**src/rtl/serial_rx_fifo.sv**
```systemverilog
// ---------------------------------------------------------------------------
// serial_rx_fifo
//   8N1 UART receiver feeding a small first-word-fall-through receive FIFO.
//   The raw RX pin is synchronised, framed by a mid-bit sampling FSM and each
//   byte with a good stop bit is queued for software.
//
// Ports
//   clk        system clock
//   resetn     asynchronous active-low reset
//   serial_in  raw RX line (asynchronous, idle high)
//   rd         one-cycle pop strobe
//   clr        one-cycle strobe clearing overrun and frame_err
//   rd_data    FIFO head byte, 8'h00 while empty
//   rx_valid   FIFO not empty
//   rx_full    FIFO holds FIFO_DEPTH bytes
//   overrun    sticky: good byte dropped because the FIFO was full
//   frame_err  sticky: stop bit sampled low
// ---------------------------------------------------------------------------
module serial_rx_fifo #(
  parameter int CLK_DIV    = 868,
  parameter int FIFO_DEPTH = 8
) (
  input  logic       clk,
  input  logic       resetn,
  input  logic       serial_in,
  input  logic       rd,
  input  logic       clr,
  output logic [7:0] rd_data,
  output logic       rx_valid,
  output logic       rx_full,
  output logic       overrun,
  output logic       frame_err
);

  localparam int AW = $clog2(FIFO_DEPTH);

  localparam logic [15:0] HALF_RELOAD = 16'(CLK_DIV / 2 - 1);
  localparam logic [15:0] BIT_RELOAD  = 16'(CLK_DIV - 1);
  localparam logic [AW:0] PTR_ONE     = {{AW{1'b0}}, 1'b1};

  localparam logic [2:0] S_IDLE  = 3'd0;
  localparam logic [2:0] S_START = 3'd1;
  localparam logic [2:0] S_DATA  = 3'd2;
  localparam logic [2:0] S_STOP  = 3'd3;
  localparam logic [2:0] S_BREAK = 3'd4;

  logic [1:0]  r_sync;
  logic [2:0]  r_state;
  logic [15:0] r_count;
  logic [2:0]  r_idx;
  logic [7:0]  r_shift;
  logic [7:0]  r_mem [FIFO_DEPTH];
  logic [AW:0] r_wr_ptr;
  logic [AW:0] r_rd_ptr;
  logic [7:0]  r_rd_data;
  logic        r_rx_valid;
  logic        r_rx_full;
  logic        r_overrun;
  logic        r_frame_err;

  logic        w_rxs;
  logic        w_tick;
  logic [2:0]  w_state_nxt;
  logic [15:0] w_count_nxt;
  logic [2:0]  w_idx_nxt;
  logic [7:0]  w_shift_nxt;
  logic        w_push;
  logic        w_frame_evt;

  logic        w_empty;
  logic        w_full;
  logic        w_pop;
  logic        w_wr_en;
  logic        w_ovr_evt;
  logic [AW:0] w_wr_ptr_nxt;
  logic [AW:0] w_rd_ptr_nxt;
  logic        w_empty_nxt;
  logic        w_full_nxt;
  logic [7:0]  w_head_nxt;

  assign w_rxs  = r_sync[1];
  assign w_tick = (r_count == 16'd0);

  // Two-flop synchroniser for the asynchronous RX pin, idles high.
  always_ff @(posedge clk or negedge resetn) begin
    if (!resetn) begin
      r_sync <= 2'b11;
    end else begin
      r_sync <= {r_sync[0], serial_in};
    end
  end

  // Framing FSM next-state: mid-bit sampling, LSB-first assembly.
  always_comb begin
    w_state_nxt = r_state;
    w_count_nxt = r_count;
    w_idx_nxt   = r_idx;
    w_shift_nxt = r_shift;
    w_push      = 1'b0;
    w_frame_evt = 1'b0;
    case (r_state)
      S_IDLE: begin
        if (!w_rxs) begin
          w_state_nxt = S_START;
          w_count_nxt = HALF_RELOAD;
        end else begin
          w_state_nxt = S_IDLE;
        end
      end
      S_START: begin
        if (w_tick) begin
          // A start bit that is high again at its centre is a glitch.
          if (w_rxs) begin
            w_state_nxt = S_IDLE;
          end else begin
            w_state_nxt = S_DATA;
            w_count_nxt = BIT_RELOAD;
            w_idx_nxt   = 3'd0;
          end
        end else begin
          w_count_nxt = r_count - 16'd1;
        end
      end
      S_DATA: begin
        if (w_tick) begin
          w_shift_nxt = {w_rxs, r_shift[7:1]};
          w_count_nxt = BIT_RELOAD;
          w_idx_nxt   = r_idx + 3'd1;
          if (r_idx == 3'd7) begin
            w_state_nxt = S_STOP;
          end else begin
            w_state_nxt = S_DATA;
          end
        end else begin
          w_count_nxt = r_count - 16'd1;
        end
      end
      S_STOP: begin
        if (w_tick) begin
          if (w_rxs) begin
            w_push      = 1'b1;
            w_state_nxt = S_IDLE;
          end else begin
            w_frame_evt = 1'b1;
            w_state_nxt = S_BREAK;
          end
        end else begin
          w_count_nxt = r_count - 16'd1;
        end
      end
      S_BREAK: begin
        // Hold here until the line returns high so a held-low line
        // is not mistaken for a stream of zero bytes.
        if (w_rxs) begin
          w_state_nxt = S_IDLE;
        end else begin
          w_state_nxt = S_BREAK;
        end
      end
      default: begin
        w_state_nxt = S_IDLE;
      end
    endcase
  end

  // Framing FSM state registers.
  always_ff @(posedge clk or negedge resetn) begin
    if (!resetn) begin
      r_state <= S_IDLE;
      r_count <= 16'd0;
      r_idx   <= 3'd0;
      r_shift <= 8'h00;
    end else begin
      r_state <= w_state_nxt;
      r_count <= w_count_nxt;
      r_idx   <= w_idx_nxt;
      r_shift <= w_shift_nxt;
    end
  end

  assign w_empty   = (r_wr_ptr == r_rd_ptr);
  assign w_full    = (r_wr_ptr[AW] != r_rd_ptr[AW]) &&
                     (r_wr_ptr[AW-1:0] == r_rd_ptr[AW-1:0]);
  assign w_pop     = rd && !w_empty;
  // A pop in the same cycle frees the slot, so a full FIFO still accepts.
  assign w_wr_en   = w_push && (!w_full || w_pop);
  assign w_ovr_evt = w_push && w_full && !w_pop;

  // Next pointers and next head, so the status outputs can be registered.
  always_comb begin
    if (w_wr_en) begin
      w_wr_ptr_nxt = r_wr_ptr + PTR_ONE;
    end else begin
      w_wr_ptr_nxt = r_wr_ptr;
    end
    if (w_pop) begin
      w_rd_ptr_nxt = r_rd_ptr + PTR_ONE;
    end else begin
      w_rd_ptr_nxt = r_rd_ptr;
    end
    w_empty_nxt = (w_wr_ptr_nxt == w_rd_ptr_nxt);
    w_full_nxt  = (w_wr_ptr_nxt[AW] != w_rd_ptr_nxt[AW]) &&
                  (w_wr_ptr_nxt[AW-1:0] == w_rd_ptr_nxt[AW-1:0]);
    if (w_empty_nxt) begin
      w_head_nxt = 8'h00;
    end else if (w_wr_en && (w_rd_ptr_nxt[AW-1:0] == r_wr_ptr[AW-1:0])) begin
      // The byte being written this cycle becomes the head.
      w_head_nxt = r_shift;
    end else begin
      w_head_nxt = r_mem[w_rd_ptr_nxt[AW-1:0]];
    end
  end

  // FIFO storage and pointers.
  always_ff @(posedge clk or negedge resetn) begin
    if (!resetn) begin
      for (int i = 0; i < FIFO_DEPTH; i++) begin
        r_mem[i] <= 8'h00;
      end
      r_wr_ptr <= '0;
      r_rd_ptr <= '0;
    end else begin
      if (w_wr_en) begin
        r_mem[r_wr_ptr[AW-1:0]] <= r_shift;
      end
      r_wr_ptr <= w_wr_ptr_nxt;
      r_rd_ptr <= w_rd_ptr_nxt;
    end
  end

  // Registered head/status outputs and sticky error flags (set beats clr).
  always_ff @(posedge clk or negedge resetn) begin
    if (!resetn) begin
      r_rd_data   <= 8'h00;
      r_rx_valid  <= 1'b0;
      r_rx_full   <= 1'b0;
      r_overrun   <= 1'b0;
      r_frame_err <= 1'b0;
    end else begin
      r_rd_data  <= w_head_nxt;
      r_rx_valid <= !w_empty_nxt;
      r_rx_full  <= w_full_nxt;
      if (w_ovr_evt) begin
        r_overrun <= 1'b1;
      end else if (clr) begin
        r_overrun <= 1'b0;
      end
      if (w_frame_evt) begin
        r_frame_err <= 1'b1;
      end else if (clr) begin
        r_frame_err <= 1'b0;
      end
    end
  end

  assign rd_data   = r_rd_data;
  assign rx_valid  = r_rx_valid;
  assign rx_full   = r_rx_full;
  assign overrun   = r_overrun;
  assign frame_err = r_frame_err;

endmodule

```
**config.mk**
```make
export PLATFORM = sky130hd
export DESIGN_NAME = serial_rx_fifo
export DESIGN_NICKNAME = d
export VERILOG_FILES = /design/src/rtl/serial_rx_fifo.sv
export SDC_FILE = /design/constraint.sdc
export NUM_CORES = 1
export LEC_CHECK = 0
export BUFFER_PORTS_ARGS = -buffer_cell sky130_fd_sc_hd__buf_2
export CAP_MARGIN = 20
export CORE_MARGIN = 4
export CORE_UTILIZATION = 55
export CTS_CLUSTER_SIZE = 40
export DETAILED_ROUTE_END_ITERATION = 10
export HOLD_SLACK_MARGIN = 0.02
export PLACE_DENSITY_LB_ADDON = 0.05
export SLEW_MARGIN = 20
export SYNTH_ARGS = -nofsm -noshare
export SYNTH_HDL_FRONTEND = slang
export SYNTH_SLANG_ARGS = --single-unit
```
**constraint.sdc**
```tcl
create_clock -name clk -period 6.1 [get_ports clk]
set_clock_uncertainty 0.2 [all_clocks]
set_input_delay 1.22 -clock clk [delete_from_list [all_inputs] [get_ports clk]]
set_output_delay 1.22 -clock clk [all_outputs]
set_load 0.005 [all_outputs]
```
After elaboration in Yosys (flattened, before gate mapping)

Index checks and enable logic that the tools add are counted.

Bits of input ports: 5
Register bits after elaboration: 116

Add/sub/neg operators: 4
Eq/ne operators: 19
Reduce and logical (&&, ||, !) cells: 23
Mux-type cells: 37
Bitwise operators: 2
$lt $le $gt $ge: 3

Operators by type and width:

| cell                                                                  | count |
|---|---|
| 16-bit two-way mux                                                    | 5 |
| 64-bit bitwise mux                                                    | 1 |
| 16-bit one-hot mux with 4 select lines                                | 1 |
| 8-bit two-way mux                                                     | 5 |
| 8-bit binary-select mux with 3-bit select                             | 1 |
| 8-bit demux with 3-bit select                                         | 1 |
| 3-bit two-way mux                                                     | 7 |
| 16-bit logical NOT                                                    | 1 |
| 16-bit by 1-bit subtractor with 16-bit output (second input constant) | 1 |
| 3-bit one-hot mux with 5 select lines                                 | 1 |
| 2-bit != test (second input constant)                                 | 6 |
| 1-bit two-way mux                                                     | 11 |
| 3-bit == test                                                         | 3 |
| 4-bit by 1-bit adder with 4-bit output (second input constant)        | 2 |
| 4-bit == test                                                         | 2 |
| 4-bit greater-or-equal comparator (second input constant)             | 2 |
| 1-bit logical AND                                                     | 8 |
| 4-bit two-way mux                                                     | 2 |
| 3-bit inverter with 4-bit output                                      | 2 |
| 4-bit AND reduction                                                   | 2 |
| 3-bit by 2-bit == test with 1-bit output (second input constant)      | 2 |
| 3-bit == test (second input constant)                                 | 2 |
| 3-bit one-hot mux with 2 select lines                                 | 1 |
| 2-bit nonzero test                                                    | 3 |
| 12 further kinds                                                      | 16 |

Depth between registers and ports, before layout

Gate-level depths: netlist (run 1).

Word-level depth: 10
Gate-level depth with buffers: 10
Gate-level depth less buffers: 9

Worst setup path before layout (run 1)

No wires, ideal clock.

Path type: input to register
From: in rd
To: reg r_rd_data[6], in the netlist rd_data[6]
Arrival time: 2986 ps
Library setup time: 87 ps
Buffers on the path: 2
Setup slack: 2827 ps
Required time: 5813 ps
Stages: 8
Path through: clkbuf_1 > nor2b_1 > a2111oi_4 > xor2_2 > xnor2_1 > and2_4 > buf_6 > a211oi_2

RTL lines:

| what                   | RTL line | text |
|---|---|---|
| start: declaration     | 26       | `input logic rd,` |
| 1-bit logical AND      | 184      | `assign w_pop = rd && !w_empty;` |
| 1-bit logical OR       | 186      | `assign w_wr_en = w_push && (!w_full \|\| w_pop);` |
| 1-bit logical AND      | 186      |  |
| 4-bit two-way mux      | 191      | `if (w_wr_en) begin` |
| net w_wr_ptr_nxt[3]    | 75       | `logic [AW:0] w_wr_ptr_nxt;` |
| 4-bit == test          | 201      | `w_empty_nxt = (w_wr_ptr_nxt == w_rd_ptr_nxt);` |
| 8-bit two-way mux      | 204      | `if (w_empty_nxt) begin` |
| net w_head_nxt[6]      | 79       | `logic [7:0] w_head_nxt;` |
| end signal: assignment | 240      | `r_rd_data <= w_head_nxt;` |
| end: declaration       | 55       | `logic [7:0] r_rd_data;` |

The timed path passes the listed nets, and every way through them passes these cells. The select of a mux whose other input is x is not followed.
A chain may end at the register's enable or synchronous reset.

Final worst setup path (run 1)

From: reg r_count[0]
To: reg r_count[12]

Longest elaborated chain between the ends: 3

RTL lines:

| what                                                                                | RTL line | text |
|---|---|---|
| start: declaration                                                                  | 49       | `logic [15:0] r_count;` |
| start signal: assignment                                                            | 175      | `r_count <= w_count_nxt;` |
| 16-bit by 1-bit subtractor with 16-bit output or 16-bit logical NOT (tied branches) | n/a      |  |
| 16-bit two-way mux, or another cell as far along                                    | 139      | `if (w_tick) begin` |
| 16-bit one-hot mux with 4 select lines or 4-bit AND reduction (tied branches)       | n/a      |  |

Several ways; a longest one is shown, not always the timed one. The select of a mux whose other input is x is not followed.

==> results of run 1 <==
[layer usage]
| metal | track usage | vias to the layer above |
|---|---|---|
| met5 | 0 | - |
| met2 | 0.318 | 93 |
| met4 | 0.0729 | 0 |
| met3 | 0.0604 | 21 |
| met1 | 0.343 | 2086 |
| li1 | - | 1927 |
[power groups by stage]
stage,Combinational [mW],Clock (mW),Sequential [mW]
2_1_floorplan,0.602,0,0.852
3_3_place_gp,0.794,0,0.856
3_5_place_dp,0.796,0,0.855
4_1_cts,0.800,0.855,0.844
5_1_grt,0.879,0.899,0.849
6_report,0.802,0.838,0.844
[flip-flops by register name (all words and copies together), names as in the netlist, 2 cells and up]
name / cells
r_mem: 64
r_count: 16
r_shift: 8
rd_data: 8
r_rd_ptr: 4
r_wr_ptr: 4
r_idx: 3
r_state: 3
r_sync: 2
[final cells by class]
type	instances	area, sq um	share of cell area
clock buffer	20	435	0.0662
inverter	10	37.5	0.00571
multi-input combinational	368	2850	0.434
tap	136	170	0.0259
timing repair buffer	20	113	0.0171
clock inverter	10	62.6	0.00951
sequential	116	2910	0.442
[critical path: cells and delay by family (launching register included)]
family,cells,cell delay [ps]
XOR/XNOR,1,190
AO/OA/AOI/OAI,1,840
AND/OR/NAND/NOR,5,1260
adder cells (fa/ha/maj),1,200
flip-flops,1,410
buffers and inverters,1,130
[cell families after synthesis]
family                     count (synthesis)  share of synthesized area
muxes                                     84                      0.159
DFF                                      116                      0.488
and+or+nand+nor                          151                      0.134
adders and majority gates                  6                     0.0126
xor gates and xnor gates                  25                     0.0406
AOI/OAI and AO/OA                        102                      0.131
buffers and inverters                     49                     0.0351
[layout by cell type (no fill, tap or decap), drive strengths merged, types with 3 or more instances in the layout]
cell,instances
a21oi,10
a2111oi,3
a31oi,10
a211oi,19
nand2b,5
nor2b,12
o22ai,25
inv,10
buf,20
clkbuf,20
mux2,83
dfrtp,114
clkinvlp,5
nor3,4
or2,3
nor4,15
o21ai,10
o22a,11
and2,3
ha,6
nand3,8
clkinv,5
xor2,11
nand2,33
nor2,53
xnor2,14
[path summary, 6_finish.rpt]
kind / startpoint / endpoint / slack (ps) / cells after the start
max reg2reg: r_count[0] / r_count[12] / 2720 / 9
max in group asynchronous: resetn / r_mem[13] / 3970 / 2
min in group asynchronous: resetn / rx_full / 640 / 1
max: r_count[0] / r_count[12] / 2720 / 9
min reg2reg: r_sync[0] / r_sync[1] / 160 / 0
min: r_sync[0] / r_sync[1] / 160 / 0
==> impl_metrics.py, run 1 <==
metrics = {
    "global_route": {
        "grt_overflow": 0,
        "grt_pass1_vias": 4008,
        "grt_use_total": 0.227,
        "grt_start_max_net_pins": 79,
        "grt_pass1_wl_mm": 22.2,
        "antenna_found_initial": 0,
    },
    "place": {
        "dp.cells": 650,
        "gp_congestion": 0.801,
        "hpwl_mm": 8.72,
        "placed_area_sq_um": 6070,
        "place_ws_ps": 2290,
        "port_buffers": 16,
    },
    "power": {
        "power_mw": 2.48,
        "clockPowerShare": 0.337,
        "combPwrFrac": 0.323,
        "switchingPower_mw": 0.833,
        "p_per_area_nw_per_um2": 378,
        "swShare": 0.335,
        "power_leakage_nw": 3.05,
        "power_frac_seq": 0.340,
        "intPower_mw": 1.65,
        "vdd_drop_max_mv": 0.335,
    },
    "critical_path": {
        "start_kind": "flip-flop",
        "critical_path.cell_chain": "inv_1, ha_1, nor4b_1, nand3_1, or2_2, a2111oi_0, nand2_1, xor2_1, nor2_1",
        "arrival_ps": 3560,
        "worst-endpoint-required_ps": 6280,
        "cp_slowest_stage_delay_ps": 840,
        "path_max_fanout": 4,
        "crit_type": "reg2reg",
        "slowest_stage": "a2111oi_0",
        "cp-end-kind": "flip-flop",
    },
    "logic_synthesis": {
        "synth.cells.most_frequent": "dfrtp_1 (114), mux2_2 (83), nor2_1 (53), nand2_1 (33)",
        "synth_edf_count": 0,
        "synth_area_leader_cell": "dfrtp_1",
        "yosysSeqAreaShare": 0.488,
        "syn_area_per_cell_sq_um": 11.2,
        "synth_area_sq_um": 5950,
        "ys.warnings.count": 0,
        "synth.area.top_cells": "dfrtp_1 (48%), mux2_2 (16%), nor2_1 (3.3%)",
        "yosys_register_bits": 116,
        "synth.distinct_cells": 60,
        "ys_async_sr_fraction": 1.00,
        "synthFlopType": "dfrtp_1",
        "synthesis.nets": 544,
        "netlist_instances": 533,
        "yosysMostFrequentCell": "dfrtp_1",
        "synth_top_area_frac": 0.479,
    },
    "sta": {
        "fin_ws_ps": 2720,
        "final_max_slew_viol_count": 0,
        "rsz0062_at_grt": "false",
        "whs_ps": 161,
        "setup_tns_ps": 0,
        "max_slew_margin": 0.335,
        "setup_viol": 0,
        "min_period_over_period": 0.554,
        "worst_slew_pin_slew_ps": 998,
        "hold_viol_final": 0,
        "min_period_ps": 3380,
        "clock.fmax_ghz": 0.296,
    },
    "cts": {
        "cts_root_buffer": "clkbuf_8",
        "cts_sinks": 116,
        "clk_pin_slew_ps": 60,
        "cts_hold_buf": 0,
        "cts_setup_buffers": 0,
        "cts_buffers": 17,
        "ctsResizeCount": 0,
        "clockBufferDepth": 2,
        "insertion_delay_ps": 520,
        "htree_levels": 4,
        "cts_tree": "built",
    },
    "route": {
        "drt_iter0_drc": 316,
        "detail_route.wl_per_cell_microns": 19.6,
        "avgViaCountPerCell": 6.07,
        "routed_wl_mm": 13.3,
        "top_layer_used": "met4",
        "wl_met3_microns": 673,
        "routed-wl-met2_mm": 5.80,
        "dr.pass1.iters": 5,
        "wl_met1_mm": 6.59,
        "drc": 0,
        "ant_nets": 0,
        "vias": 4127,
    },
    "floorplanning": {
        "die_area_sq_um": 12500,
        "io_pins": 17,
        "initial_core_util": 0.571,
        "die_y_microns": 112,
        "num_rows": 37,
        "die_x_microns": 112,
        "core_area_sq_um": 10400,
    },
    "job": {
        "drv_cap": 0,
    },
    "cells_and_area": {
        "utilization": 0.631,
        "antenna_cells": 0,
        "syn_to_final_growth_pct": 10.5,
        "layout.cells.non_filler": 680,
        "final_cell_area_sq_um": 6580,
        "fin_nets": 544,
        "nFillCells": 879,
        "drive_gt1_frac": 0.294,
    },
    "hold_path": {
        "hp-class": "reg2reg",
    },
    "run_status": {
        "status": "complete, no violations",
    },
}
Note: power is estimated with default switching activity, not from simulation.
==> inputs of run 2 (changes only) <==
- clock period: 6.1 -> 3.5 ns (I/O delays scaled with it)
==> impl_metrics.py, run 2 (synthesized netlist as in run 1, its figures left out) <==
metrics = {
    "floorplanning": {
        "die_x_microns": 112,
        "num_rows": 37,
        "initial_core_util": 0.571,
        "die_area_sq_um": 12500,
        "io_pins": 17,
        "die_y_microns": 112,
        "core_area_sq_um": 10400,
    },
    "cts": {
        "clk_pin_slew_ps": 50,
        "htree_levels": 4,
        "cts_sinks": 116,
        "clockBufferDepth": 2,
        "cts_root_buffer": "clkbuf_8",
        "insertion_delay_ps": 530,
        "ctsResizeCount": 0,
        "cts_tree": "built",
        "cts_buffers": 17,
    },
    "route": {
        "drt_iter0_drc": 311,
        "detail_route.wl_per_cell_microns": 20.0,
        "vias": 4234,
        "drc": 0,
        "routed_wl_mm": 13.9,
        "ant_nets": 0,
        "avgViaCountPerCell": 6.08,
        "dr.pass1.iters": 5,
    },
    "global_route": {
        "grt_start_max_net_pins": 75,
        "grt_pass1_wl_mm": 22.8,
        "grt_use_total": 0.234,
        "grt_overflow": 0,
        "grt_pass1_vias": 4296,
        "antenna_found_initial": 0,
    },
    "power": {
        "p_per_area_nw_per_um2": 678,
        "power_mw": 4.59,
        "vdd_drop_max_mv": 0.580,
        "power_leakage_nw": 3.17,
    },
    "cells_and_area": {
        "reg_top3": "r_mem x64, r_count x16",
        "layout_commonest_cell": "dfrtp_1",
        "regArea_sq_um": 2910,
        "syn_to_final_growth_pct": 13.7,
        "multi_input_area_sq_um": 2840,
        "fin_nets": 558,
        "drive_gt1_frac": 0.311,
        "antenna_cells": 0,
        "nFillCells": 828,
        "top_register": "r_mem",
        "largest_reg_flops": 64,
        "final_cell_mix": "dfrtp_1 (114), mux2_2 (83), nor2_1 (53)",
    },
    "sta": {
        "fin_ws_ps": 363,
        "setup_viol": 0,
        "min_period_ps": 3140,
        "setup_tns_ps": 0,
        "final_max_slew_viol_count": 0,
        "hold_viol_final": 0,
        "clock.fmax_ghz": 0.319,
        "worst_slew_pin_slew_ps": 832,
        "min_period_over_period": 0.896,
        "max_slew_margin": 0.440,
        "rsz0062_at_grt": "false",
    },
    "critical_path": {
        "r2r_slack_ps": 360,
        "cp_slowest_stage_delay_ps": 590,
        "arrival_ps": 3340,
        "path_max_fanout": 11,
        "crit_type": "reg2reg",
        "slowest_stage": "or4_1",
        "r2r_start": "r_count[11]",
        "worst-endpoint-required_ps": 3710,
        "start_kind": "flip-flop",
        "crit_end": "r_mem[36]",
        "critical_path.cell_chain": "nor4_4, nand2b_1, or4_1, nor3_1, buf_4, nand4b_1, mux2_2",
        "cp-end-kind": "flip-flop",
        "reg2reg_depth": 7,
        "r2r_end": "r_mem[36]",
        "cp-startpoint": "r_count[11]",
    },
    "place": {
        "port_buffers": 16,
        "hpwl_mm": 8.95,
        "place_ws_ps": 408,
        "gp_congestion": 0.845,
    },
    "hold_path": {
        "hp-class": "in2reg",
        "hold-path-cell-count": 1,
    },
    "job": {
        "drv_cap": 0,
    },
    "run_status": {
        "status": "complete, no violations",
    },
}
run 2: cell count changes in the layout (fill, tap and decap cells not counted), sizes merged:
cell,delta
dlygate4sd3,+1
clkinvlp,-3
buf,+13
clkinv,-1
bufinv,+2
clkbuf,+4
run 2: area by class of cell:
| cell class | count | share of cell area |
|---|---|---|
| sequential | 116 | 0.429 |
| multi-input combinational | 368 | 0.420 |
| clock buffer | 24 | 0.0710 |
| timing repair buffer | 34 | 0.0344 |
| tap | 136 | 0.0251 |
| clock inverter | 8 | 0.0146 |
| inverter | 10 | 0.00555 |
run 2: through the flow:
step / cells / instance area, sq um / util / hold slack, ps
floorplan: 533 / 5950 / - / 145
global placement: 663 / 6180 / 0.593 / 150
detailed placement: 663 / 6180 / 0.593 / 148
CTS: 696 / 6770 / 0.650 / 61.7
global route: 696 / 6770 / 0.650 / 52.4
finish: 696 / 6770 / 0.650 / 86.5
run 2: per-layer routing:
layer / GRT usage / vias to the layer above / wire length [microns]
li1: - / 1959 / -
met1: 0.326 / 2161 / 6580
met2: 0.357 / 100 / 6530
met3: 0.0749 / 14 / 709
met4: 0.0649 / 0 / 127
met5: 0 / - / 0
run 2: where the power goes:
part | total (mW) | leakage (nW) | switching [mW] | internal (mW)
Combinational | 1.42 | 1.33 | 0.812 | 0.608
Clock | 1.68 | 0.281 | 0.599 | 1.08
Sequential | 1.49 | 1.56 | 0.0591 | 1.43
run 2: critical path, delay by kind of cell (launching register included):
| kind | cells | cell delay (ps) |
|---|---|---|
| and+or+nand+nor | 5 | 1730 |
| muxes | 1 | 460 |
| DFF | 1 | 430 |
| buffers and inverters | 1 | 200 |
run 2: worst min path at each step:
stage,slack (ps),from,end
3_3_place_gp,150,r_sync[0],r_sync[1]
6_report,90,serial_in,r_sync[0]
3_5_place_dp,150,r_sync[0],r_sync[1]
2_1_floorplan,150,r_sync[0],r_sync[1]
4_1_cts,60,serial_in,r_sync[0]
5_1_grt,50,serial_in,r_sync[0]
run 2: timing repair:
item / in CTS / in global routing
setup buffers: 0 / 0
hold buffers: 1 / 0
endpoints found under the hold margin: 42 / 0
==> inputs of run 3 (changes only) <==
- PLACE_DENSITY: unset -> 0.79
- PLACE_DENSITY_LB_ADDON: 0.05 -> unset
- RECOVER_POWER: unset -> 100
==> impl_metrics.py, run 3 (synthesized netlist as in run 1, its figures left out) <==
metrics = {
    "critical_path": {
        "start_kind": "flip-flop",
        "slowest_stage": "dfrtp_1",
        "path_buf_inv": 0,
        "worst-endpoint-required_ps": 3710,
        "critical_path.cell_chain": "xor2_2, o41ai_4, mux2_2, o22ai_1, nor4_1, a31oi_1, a211oi_1",
        "path_max_fanout": 16,
        "arrival_ps": 3470,
        "r2r_slack_ps": 250,
        "cp_slowest_stage_delay_ps": 630,
        "cp-startpoint": "r_wr_ptr[0]",
        "cpLargestDelayFamily": "compound AO/OA/AOI/OAI gates",
        "cp-end-kind": "flip-flop",
        "r2r_start": "r_wr_ptr[0]",
        "crit_type": "reg2reg",
    },
    "route": {
        "ant_nets": 0,
        "avgViaCountPerCell": 6.24,
        "drt_iter0_drc": 285,
        "vias": 4292,
        "dr.pass1.iters": 5,
        "routed_wl_mm": 13.6,
        "detail_route.wl_per_cell_microns": 19.8,
        "drc": 0,
    },
    "place": {
        "port_buffers": 16,
        "dp.cells": 656,
        "hpwl_mm": 8.64,
        "gp_congestion": 0.847,
    },
    "sta": {
        "worst_slew_pin_slew_ps": 1270,
        "hold_viol_final": 0,
        "final_max_slew_viol_count": 0,
        "max_slew_margin": 0.152,
        "rsz0062_at_grt": "false",
        "setup_viol": 0,
        "min_period_ps": 3250,
        "min_period_over_period": 0.929,
        "setup_tns_ps": 0,
        "clock.fmax_ghz": 0.307,
    },
    "power": {
        "power_leakage_nw": 3.05,
        "swShare": 0.339,
        "clockPowerShare": 0.351,
        "vdd_drop_max_mv": 0.315,
        "intPower_mw": 2.92,
        "power_mw": 4.42,
        "p_per_area_nw_per_um2": 672,
        "combPwrFrac": 0.313,
        "switchingPower_mw": 1.50,
        "power_frac_seq": 0.335,
    },
    "hold_path": {
        "hold_start": "serial_in",
        "hp-class": "in2reg",
    },
    "cells_and_area": {
        "regArea_sq_um": 2910,
        "layout_commonest_cell": "dfrtp_1",
        "drive_gt1_frac": 0.270,
        "fin_nets": 550,
        "nFillCells": 797,
        "syn_to_final_growth_pct": 10.5,
        "largest_reg_flops": 64,
        "top_register": "r_mem",
        "multi_input_area_sq_um": 2800,
        "final_cell_mix": "dfrtp_1 (114), mux2_2 (83), nor2_1 (53)",
        "utilization": 0.631,
        "antenna_cells": 0,
        "reg_top3": "r_mem x64, r_count x16",
        "layout.cells.non_filler": 688,
    },
    "floorplanning": {
        "num_rows": 37,
        "initial_core_util": 0.571,
        "die_area_sq_um": 12500,
        "die_y_microns": 112,
        "die_x_microns": 112,
        "core_area_sq_um": 10400,
        "io_pins": 17,
    },
    "global_route": {
        "grt-busiest-layer": "met2",
        "met3_usage": 0.0588,
        "grt_start_max_net_pins": 54,
        "grt_pass1_vias": 4532,
        "grtUsageMet2": 0.366,
        "antenna_found_initial": 0,
        "grt_overflow": 0,
        "grt_pass1_wl_mm": 22.9,
        "grt_use_total": 0.231,
        "grt_use_met1": 0.305,
    },
    "cts": {
        "insertion_delay_ps": 520,
        "cts_tree": "built",
        "cts_setup_buffers": 0,
        "clockBufferDepth": 2,
        "cts_buffers": 17,
        "cts_sinks": 116,
        "clk_pin_slew_ps": 60,
        "ctsResizeCount": 0,
        "cts_root_buffer": "clkbuf_8",
        "htree_levels": 4,
        "cts_hold_buf": 0,
    },
    "run_status": {
        "status": "complete, no violations",
    },
    "job": {
        "drv_cap": 0,
    },
}
## run 3: cell count changes in the layout (fill, tap and decap cells not counted), moves of 2 or more
cell,previous run,this run
buf_4,17,5
clkbuf_1,3,14
buf_2,15,6
a211oi_1,11,15
a211oi_2,8,4
clkbuf_8,5,1
clkbuf_2,0,3
clkinv_2,3,5
clkinvlp_4,2,4
## run 3: path summary, 6_finish.rpt
check / endpoint / cells past startpoint
max: rd_data[1] / 7
min: r_sync[0] / 1
max reg2reg: rd_data[1] / 7
min reg2reg: r_sync[1] / 0
max in group asynchronous: r_shift[2] / 2
min in group asynchronous: overrun / 1
## run 3: worst reg2reg max path, cell delays in order, from the launching register on
cell and delay (ps):
dfrtp_1 630, xor2_2 200, o41ai_4 590, mux2_2 540, o22ai_1 160, nor4_1 370, a31oi_1 130, a211oi_1 330
## run 3: metal layers
| layer | share of wire | routed length (microns) |
|---|---|---|
| met5 | 0 | 0 |
| met4 | 0.019 | 265 |
| met3 | 0.056 | 760 |
| met2 | 0.49 | 6600 |
| met1 | 0.44 | 5980 |
## run 3: cell type report
type,instances,area share
Multi-Input combinational cell,368,0.426
Tap cell,136,0.0259
Sequential cell,116,0.442
Clock inverter,13,0.0169
Clock buffer,19,0.0641
Timing Repair Buffer,26,0.0194
Inverter,10,0.00571
## run 3: power by group through the flow
stage	Sequential (mW)	Combinational (mW)	Clock (mW)
finish	1.48	1.38	1.55
global route	1.49	1.50	1.64
CTS	1.48	1.42	1.56
detailed placement	1.50	1.39	0
global placement	1.49	1.36	0
floorplan	1.48	1.05	0
## run 3: metrics by stage
stage	setup slack [ps]	hold WS [ps]	cell area, sq um
2_1_floorplan	740	145	5950
3_3_place_gp	418	147	6120
3_5_place_dp	297	149	6120
4_1_cts	288	32.7	6650
5_1_grt	32.3	63.3	6580
6_report	247	75.3	6580
